File: config.mk
export PLATFORM = sky130hd
export DESIGN_NAME = idu_decode_stage
export DESIGN_NICKNAME = d
export VERILOG_FILES = /design/src/rtl/idu_pkg.sv /design/src/rtl/idu_decode_comb.sv /design/src/rtl/idu_decode_stage.sv
export SDC_FILE = /design/constraint.sdc
export NUM_CORES = 1
export LEC_CHECK = 0
export BUFFER_PORTS_ARGS = -buffer_cell sky130_fd_sc_hd__buf_2
export CAP_MARGIN = 25
export CORE_ASPECT_RATIO = 1.5
export CORE_MARGIN = 2
export CORE_UTILIZATION = 50
export DETAILED_ROUTE_END_ITERATION = 8
export PLACE_DENSITY = 0.76
export SLEW_MARGIN = 20
export SYNTH_ARGS = -nofsm -noshare
export SYNTH_HDL_FRONTEND = slang
export SYNTH_SLANG_ARGS = --single-unit
File: constraint.sdc
create_clock -name i_clk -period 1.8 [get_ports i_clk]
set_input_delay 0.18 -clock i_clk [delete_from_list [all_inputs] [get_ports i_clk]]
set_output_delay 0.18 -clock i_clk [all_outputs]
set_load 0.02 [all_outputs]
File: src/rtl/idu_pkg.sv
// Shared decode definitions for the IDU stage: opcodes, ALU op codes and the decoded bundle.
package idu_pkg;

    localparam logic [6:0] OpcLoad   = 7'b0000011;
    localparam logic [6:0] OpcOpImm  = 7'b0010011;
    localparam logic [6:0] OpcAuipc  = 7'b0010111;
    localparam logic [6:0] OpcStore  = 7'b0100011;
    localparam logic [6:0] OpcOp     = 7'b0110011;
    localparam logic [6:0] OpcLui    = 7'b0110111;
    localparam logic [6:0] OpcBranch = 7'b1100011;
    localparam logic [6:0] OpcJalr   = 7'b1100111;
    localparam logic [6:0] OpcJal    = 7'b1101111;
    localparam logic [6:0] OpcSystem = 7'b1110011;

    localparam logic [6:0] F7Base   = 7'b0000000;
    localparam logic [6:0] F7Alt    = 7'b0100000;
    localparam logic [6:0] F7MulDiv = 7'b0000001;

    localparam int unsigned AluOpW = 5;

    typedef enum logic [AluOpW-1:0] {
        AluAdd, AluSub, AluSll, AluCmp, AluEq, AluXor, AluSrl, AluSra, AluOr, AluAnd,
        AluMul, AluMulh, AluMulhsu, AluMulhu, AluDiv, AluDivu, AluRem, AluRemu
    } alu_op_e;

    typedef enum logic [1:0] {
        Src1Reg  = 2'd0,
        Src1Pc   = 2'd1,
        Src1Zero = 2'd2
    } src1_sel_e;

    typedef struct packed {
        logic [4:0]  rd;
        logic [4:0]  rs1;
        logic [4:0]  rs2;
        logic [31:0] imm;
        alu_op_e     alu_op;
        src1_sel_e   src1_sel;
        logic        src2_sel;
        logic        rd_wen;
        logic        mem_wen;
        logic        mem_ren;
        logic        jump;
        logic        branch;
        logic [2:0]  mem_size;
        logic        cmp_unsigned;
        logic        cmp_invert;
        logic        ecall;
        logic        ebreak;
        logic        illegal;
    } decode_t;

    localparam int unsigned DecodeW = $bits(decode_t);

    // Shared by OP and OP-IMM; alt selects SUB/SRA over ADD/SRL.
    function automatic alu_op_e base_alu_op(input logic [2:0] f3, input logic alt);
        alu_op_e op;
        unique case (f3)
            3'b000:         op = alt ? AluSub : AluAdd;
            3'b001:         op = AluSll;
            3'b010, 3'b011: op = AluCmp;
            3'b100:         op = AluXor;
            3'b101:         op = alt ? AluSra : AluSrl;
            3'b110:         op = AluOr;
            default:        op = AluAnd;
        endcase
        return op;
    endfunction

endpackage

File: src/rtl/idu_decode_comb.sv
// Purely combinational RV32I(+M) instruction to decoded-bundle translation.
module idu_decode_comb
    import idu_pkg::*;
#(
    parameter int unsigned EN_M = 1
) (
    input  logic [31:0] i_inst,
    output decode_t     o_dec
);

    logic [6:0]  w_opcode;
    logic [2:0]  w_f3;
    logic [6:0]  w_f7;
    logic [31:0] w_imm_i, w_imm_s, w_imm_b, w_imm_u, w_imm_j, w_imm_sh;
    decode_t     w_dec;

    assign w_opcode = i_inst[6:0];
    assign w_f3     = i_inst[14:12];
    assign w_f7     = i_inst[31:25];

    assign w_imm_i  = {{20{i_inst[31]}}, i_inst[31:20]};
    assign w_imm_s  = {{20{i_inst[31]}}, i_inst[31:25], i_inst[11:7]};
    assign w_imm_b  = {{19{i_inst[31]}}, i_inst[31], i_inst[7], i_inst[30:25], i_inst[11:8], 1'b0};
    assign w_imm_u  = {i_inst[31:12], 12'b0};
    assign w_imm_j  = {{11{i_inst[31]}}, i_inst[31], i_inst[19:12], i_inst[20], i_inst[30:21],
                       1'b0};
    assign w_imm_sh = {27'b0, i_inst[24:20]};

    always_comb begin
        w_dec          = '0;
        w_dec.rd       = i_inst[11:7];
        w_dec.rs1      = i_inst[19:15];
        w_dec.rs2      = i_inst[24:20];
        w_dec.alu_op   = AluAdd;
        w_dec.src1_sel = Src1Reg;

        case (w_opcode)
            OpcLoad: begin
                w_dec.imm      = w_imm_i;
                w_dec.mem_ren  = 1'b1;
                w_dec.rd_wen   = 1'b1;
                w_dec.mem_size = w_f3;
                if (w_f3 == 3'b011 || w_f3[2:1] == 2'b11) w_dec.illegal = 1'b1;
            end
            OpcStore: begin
                w_dec.imm      = w_imm_s;
                w_dec.mem_wen  = 1'b1;
                w_dec.mem_size = w_f3;
                if (w_f3 > 3'b010) w_dec.illegal = 1'b1;
            end
            OpcOpImm: begin
                w_dec.rd_wen       = 1'b1;
                w_dec.imm          = w_imm_i;
                w_dec.cmp_unsigned = (w_f3[2:1] == 2'b01) && w_f3[0];
                w_dec.alu_op       = base_alu_op(w_f3, (w_f3 == 3'b101) && w_f7[5]);
                if (w_f3 == 3'b001) begin
                    w_dec.imm = w_imm_sh;
                    if (w_f7 != F7Base) w_dec.illegal = 1'b1;
                end else if (w_f3 == 3'b101) begin
                    w_dec.imm = w_imm_sh;
                    if (w_f7 != F7Base && w_f7 != F7Alt) w_dec.illegal = 1'b1;
                end
            end
            OpcOp: begin
                w_dec.rd_wen   = 1'b1;
                w_dec.src2_sel = 1'b1;
                if (w_f7 == F7MulDiv) begin
                    if (EN_M != 0) begin
                        unique case (w_f3)
                            3'b000:  w_dec.alu_op = AluMul;
                            3'b001:  w_dec.alu_op = AluMulh;
                            3'b010:  w_dec.alu_op = AluMulhsu;
                            3'b011:  w_dec.alu_op = AluMulhu;
                            3'b100:  w_dec.alu_op = AluDiv;
                            3'b101:  w_dec.alu_op = AluDivu;
                            3'b110:  w_dec.alu_op = AluRem;
                            default: w_dec.alu_op = AluRemu;
                        endcase
                    end else begin
                        w_dec.illegal = 1'b1;
                    end
                end else begin
                    w_dec.alu_op       = base_alu_op(w_f3, w_f7[5]);
                    w_dec.cmp_unsigned = (w_f3[2:1] == 2'b01) && w_f3[0];
                    // Only ADD/SUB and SRL/SRA have an alternate funct7 form.
                    if (!(w_f7 == F7Base ||
                          (w_f7 == F7Alt && (w_f3 == 3'b000 || w_f3 == 3'b101)))) begin
                        w_dec.illegal = 1'b1;
                    end
                end
            end
            OpcLui: begin
                w_dec.imm      = w_imm_u;
                w_dec.src1_sel = Src1Zero;
                w_dec.rd_wen   = 1'b1;
            end
            OpcAuipc: begin
                w_dec.imm      = w_imm_u;
                w_dec.src1_sel = Src1Pc;
                w_dec.rd_wen   = 1'b1;
            end
            OpcJal: begin
                w_dec.imm      = w_imm_j;
                w_dec.src1_sel = Src1Pc;
                w_dec.jump     = 1'b1;
                w_dec.rd_wen   = 1'b1;
            end
            OpcJalr: begin
                w_dec.imm    = w_imm_i;
                w_dec.jump   = 1'b1;
                w_dec.rd_wen = 1'b1;
            end
            OpcBranch: begin
                w_dec.imm          = w_imm_b;
                w_dec.src2_sel     = 1'b1;
                w_dec.branch       = 1'b1;
                w_dec.alu_op       = w_f3[2] ? AluCmp : AluEq;
                w_dec.cmp_unsigned = w_f3[2] && w_f3[1];
                w_dec.cmp_invert   = w_f3[0];
                if (w_f3[2:1] == 2'b01) w_dec.illegal = 1'b1;
            end
            OpcSystem: begin
                if (i_inst == 32'h0000_0073) begin
                    w_dec.ecall = 1'b1;
                end else if (i_inst == 32'h0010_0073) begin
                    w_dec.ebreak = 1'b1;
                end else begin
                    w_dec.illegal = 1'b1;
                end
            end
            default: w_dec.illegal = 1'b1;
        endcase

        if (i_inst[1:0] != 2'b11) w_dec.illegal = 1'b1;

        if (w_dec.illegal || w_dec.ecall || w_dec.ebreak || w_dec.rd == 5'd0) begin
            w_dec.rd_wen = 1'b0;
        end
        if (w_dec.illegal) begin
            w_dec.mem_wen = 1'b0;
            w_dec.mem_ren = 1'b0;
            w_dec.jump    = 1'b0;
            w_dec.branch  = 1'b0;
        end
    end

    assign o_dec = w_dec;

endmodule

File: src/rtl/idu_decode_stage.sv
// Registered decode stage: valid/ready handshake with main + skid entries, flush and reset.
module idu_decode_stage
    import idu_pkg::*;
#(
    parameter int unsigned XLEN     = 32,
    parameter int unsigned EN_M     = 1,
    parameter int unsigned ALU_OP_W = 5,
    parameter int unsigned SKID     = 1
) (
    input  logic                i_clk,
    input  logic                i_rst,
    input  logic                i_flush,
    input  logic                i_in_valid,
    output logic                o_in_ready,
    input  logic [31:0]         i_in_inst,
    input  logic [XLEN-1:0]     i_in_pc,
    output logic                o_out_valid,
    input  logic                i_out_ready,
    output logic [XLEN-1:0]     o_out_pc,
    output logic [4:0]          o_out_rd,
    output logic [4:0]          o_out_rs1,
    output logic [4:0]          o_out_rs2,
    output logic [XLEN-1:0]     o_out_imm,
    output logic [ALU_OP_W-1:0] o_out_alu_op,
    output logic [1:0]          o_out_src1_sel,
    output logic                o_out_src2_sel,
    output logic                o_out_rd_wen,
    output logic                o_out_mem_wen,
    output logic                o_out_mem_ren,
    output logic                o_out_jump,
    output logic                o_out_branch,
    output logic [2:0]          o_out_mem_size,
    output logic                o_out_cmp_unsigned,
    output logic                o_out_cmp_invert,
    output logic                o_out_ecall,
    output logic                o_out_ebreak,
    output logic                o_out_illegal
);

    decode_t         w_dec;
    decode_t         r_main, r_skid;
    logic [XLEN-1:0] r_main_pc, r_skid_pc;
    logic            r_main_valid, r_skid_valid;
    logic            w_accept, w_xfer;

    idu_decode_comb #(
        .EN_M (EN_M)
    ) u_decode (
        .i_inst (i_in_inst),
        .o_dec  (w_dec)
    );

    // With a skid entry, in_ready depends only on state, breaking the out_ready path.
    assign o_in_ready = (SKID != 0) ? !r_skid_valid : (!r_main_valid || i_out_ready);
    assign w_accept   = i_in_valid && o_in_ready;
    assign w_xfer     = r_main_valid && i_out_ready;

    always_ff @(posedge i_clk) begin
        if (i_rst) begin
            r_main_valid <= 1'b0;
            r_skid_valid <= 1'b0;
            r_main       <= '0;
            r_skid       <= '0;
            r_main_pc    <= '0;
            r_skid_pc    <= '0;
        end else if (i_flush) begin
            r_main_valid <= 1'b0;
            r_skid_valid <= 1'b0;
        end else if (w_xfer) begin
            if (r_skid_valid) begin
                r_main       <= r_skid;
                r_main_pc    <= r_skid_pc;
                r_skid_valid <= 1'b0;
            end else if (w_accept) begin
                r_main    <= w_dec;
                r_main_pc <= i_in_pc;
            end else begin
                r_main_valid <= 1'b0;
            end
        end else if (w_accept) begin
            // Reachable with main occupied only when SKID=1 (otherwise accept implies transfer).
            if (r_main_valid) begin
                r_skid       <= w_dec;
                r_skid_pc    <= i_in_pc;
                r_skid_valid <= 1'b1;
            end else begin
                r_main       <= w_dec;
                r_main_pc    <= i_in_pc;
                r_main_valid <= 1'b1;
            end
        end
    end

    assign o_out_valid        = r_main_valid;
    assign o_out_pc           = r_main_pc;
    assign o_out_rd           = r_main.rd;
    assign o_out_rs1          = r_main.rs1;
    assign o_out_rs2          = r_main.rs2;
    assign o_out_imm          = XLEN'($signed(r_main.imm));
    assign o_out_alu_op       = ALU_OP_W'(r_main.alu_op);
    assign o_out_src1_sel     = r_main.src1_sel;
    assign o_out_src2_sel     = r_main.src2_sel;
    assign o_out_rd_wen       = r_main.rd_wen;
    assign o_out_mem_wen      = r_main.mem_wen;
    assign o_out_mem_ren      = r_main.mem_ren;
    assign o_out_jump         = r_main.jump;
    assign o_out_branch       = r_main.branch;
    assign o_out_mem_size     = r_main.mem_size;
    assign o_out_cmp_unsigned = r_main.cmp_unsigned;
    assign o_out_cmp_invert   = r_main.cmp_invert;
    assign o_out_ecall        = r_main.ecall;
    assign o_out_ebreak       = r_main.ebreak;
    assign o_out_illegal      = r_main.illegal;

endmodule

==> impl_metrics.ini <==
[outcome]
status = completed

[clock_network]
clkSinkCount = 202
htreeDepth = 1
cts-buffers-inserted = 20
clkTransAtPathRegs_ns = 0.06
cts-root-buf = clkbuf_16
worstSkewPairLatency_ns = 0.49
cts_tree = done
clock_path_buffers = 3

[routing]
wirelength_mm = 27.07
via_count = 8977
dr.pass1.iters = 5
drc = 0
via_per_inst = 5.721
drtIter0Drc = 819
ant_nets = 0
routedWlPerCell_um = 17.25

[run]
drv_cap = 0

[placement]
gp_congestion = 0.9058
io_buffers = 170
dp_hpwl_mm = 17.27
dp_cells = 1489

[cells_and_area]
diodes = 0
syn_to_final_growth_pct = 34.09
n_fill_cell = 1428
drive_gt1_frac = 0.2502
finalNonFillerCells = 1569
final_nets = 1418

[synth]
synth-edff-count = 0
synth_cells = 1106
synth-main-ff-cell = dfxtp_1
synth_area_leaders = dfxtp_1 (47%), nand2_1 (12%), nor2_1 (6.0%)
syn_avg_cell_area_um2 = 7.782
yosysSeqAreaShare = 0.4698
yosysMostFrequentCell = nand2_1
synth_nets = 1175
ys_types = 58
synth.top_cells.by_count = nand2_1 (277), dfxtp_1 (202), nor2_1 (137), a21oi_1 (98), clkbuf_1 (80)
yosysTopAreaCellShare = 0.4698
synthArstFlopShare = 0
synth_seq_cells = 202
syn-cell-area_um2 = 8607
yosysTopAreaCell = dfxtp_1
ys_warn_count = 0

[critical_path]
critical_path_arrival_ns = 2.16
r2r-start = r_skid_valid
endpoint_kind = flop
rrSetupSlack_ns = 0.02
critPathSlowestCell = dfxtp_2
crit_chain = or2_4 -> a211oi_4 -> buf_6 -> buf_12 -> nor2_1 -> a311oi_1
worstReg2RegEnd = o_out_pc[13]
crit_start = r_skid_valid
cp_num_buf_inv = 2
crit_path_start_kind = flop
path_max_fanout = 18
cp_slowest_stage_delay_ns = 0.32
worstPathRequired_ns = 2.18
worstSetupPathType = flop to flop
r2r_cells = 6
cp_top_family = compound AO/OA/AOI/OAI gates

[power]
p_comb_frac = 0.124
p_sw_frac = 0.2482
ir_drop_v = 0.0007692
pwr-share-clk = 0.416
p_per_area_nw_per_um2 = 882.6
leakage_nw = 4.575
power.share.sequential = 0.460
power_mw = 10.19
p_int_mw = 7.659
p_switching_mw = 2.528

[floorplanning]
rows = 58
die_w_um = 111.1
core-area_um2 = 16840
ios = 171
dieArea_um2 = 18300
dieHeight_um = 164.7
start_util = 0.5112

[grt]
grt_pass1_wl_mm = 41.96
grt_antenna_before_repair = 0
busiest_layer = met2
grt_usage = 0.2760
grt-ovfl-total = 0
grtUsageMet3 = 0.03486
grt_max_degree = 160
met2_usage = 0.5028
grt_pass1_vias = 8474
use_met1 = 0.3233

[sta]
drv_slew = 0
rsz0062_at_grt = yes
relSlewSlack = 0.5079
setup_violations = 0
hold_slack_ns = 0.02474
fin_skew_ns = 0.007169
tightest_slew_ns = 0.7381
finalHoldViolCount = 0
max_freq_mhz = 560.9
min_period_ns = 1.783
period_share = 0.9904

[hold_path]
whs_endpoint = r_skid[63]
hold_path.class = input port to flop
hp-start = i_in_inst[7]
holdPathStages = 3
## metal layers
layer / part of all wire / wire length (um)
met1: 0.39 / 10450
met2: 0.51 / 13900
met3: 0.059 / 1584
met4: 0.042 / 1124
met5: 0 / 0
## power by group through the flow
stage	logic (mW)	registers (mW)	clock network, mW
final	1.26	4.69	4.24
after global routing	1.36	4.70	4.46
after CTS	1.18	4.69	4.30
after detailed placement	1.11	4.79	0
after global placement	1.10	4.78	0
after floorplan	0.466	4.93	0
## metrics by stage
stage            util  cell area (um^2)  setup slack [ns]     TNS, ns
2_1_floorplan       -              8627           -0.1191     -0.3373
3_3_place_gp   0.6104             10280           -0.2781      -4.748
3_5_place_dp   0.6104             10280           -0.3175      -6.026
4_1_cts        0.6720             11310        -0.0009688  -0.0009688
5_1_grt        0.6855             11540          -0.03304    -0.07380
6_report       0.6855             11540           0.01726           0
## cell families after synthesis
| group | after synthesis | synth area share |
|---|---|---|
| compound gates | 280 | 0.2185 |
| simple gates | 520 | 0.2567 |
| buf+inv | 102 | 0.05292 |
| xor+xnor | 2 | 0.002036 |
| flops | 202 | 0.4698 |
## area by class of cell
type | count | area (um^2) | share of cell area
clock buffer | 28 | 581.8 | 0.05041
clock inverter | 4 | 73.82 | 0.006396
inverter | 7 | 26.28 | 0.002277
multi-input combinational | 802 | 4239 | 0.3673
sequential | 202 | 4045 | 0.3505
tap | 210 | 262.8 | 0.02277
timing repair buffer | 316 | 2312 | 0.2003
## registers in the layout (all words and copies together) (netlist names), 2 cells and up
signal and count:
o_out_rd 5, o_out_alu_op 5, o_out_imm 32, r_skid 68
o_out_rs2 5, o_out_pc 32, r_skid_pc 32, o_out_src1_sel 2
o_out_mem_size 3, o_out_rs1 5
## worst reg2reg max path, cell delays in order, from the launching register on
cell and delay, ns:
dfxtp_2 0.32, or2_4 0.27, a211oi_4 0.32, buf_6 0.23
buf_12 0.17, nor2_1 0.06, a311oi_1 0.30
## placed cells by master (no fill, tap or decap), drive strengths merged, types with 2 or more instances in the layout
| cell | netlist | final |
|---|---|---|
| a2111oi | 2 | 2 |
| a31oi | 3 | 3 |
| bufinv | 0 | 2 |
| a211o | 2 | 2 |
| nand2 | 278 | 278 |
| a221oi | 22 | 22 |
| dfxtp | 202 | 202 |
| nand2b | 2 | 2 |
| a32oi | 2 | 2 |
| a211oi | 31 | 31 |
| o21ai | 48 | 48 |
| buf | 10 | 277 |
| a21oi | 98 | 98 |
| nor2b | 4 | 4 |
| nor3 | 30 | 30 |
| or2 | 3 | 3 |
| nand3 | 30 | 30 |
| nor2 | 138 | 138 |
| and3 | 2 | 2 |
| or3 | 2 | 2 |
| nand4 | 2 | 2 |
| or4 | 3 | 3 |
| clkbuf | 84 | 31 |
| clkinv | 0 | 2 |
| dlygate4sd3 | 0 | 36 |
| nor3b | 12 | 12 |
| nor4 | 7 | 7 |
| inv | 7 | 7 |
| a311oi | 56 | 56 |
| a2bb2oi | 4 | 4 |
| o211ai | 3 | 3 |
## timing repair
action / CTS / global route
hold endpoints to repair: 69 / 0
pin swaps: 0 / 5
setup endpoints to repair: 28 / 97
buffers inserted: 0 / 8
resized for setup: 5 / 20
gates cloned: 0 / 4
hold buffers: 36 / 0
## how the worst max path moves through the flow
| stage | endpoint | slack (ns) | cells after the start |
|---|---|---|---|
| after global placement | r_skid[18] | -0.28 | 7 |
| final | o_out_pc[13] | 0.02 | 6 |
| after global routing | o_out_ecall | -0.03 | 8 |
| after floorplan | r_skid[18] | -0.12 | 7 |
| after CTS | o_out_alu_op[0] | -0.001 | 5 |
| after detailed placement | r_skid[18] | -0.32 | 7 |
No activity file was read; power rests on OpenSTA's default activity.
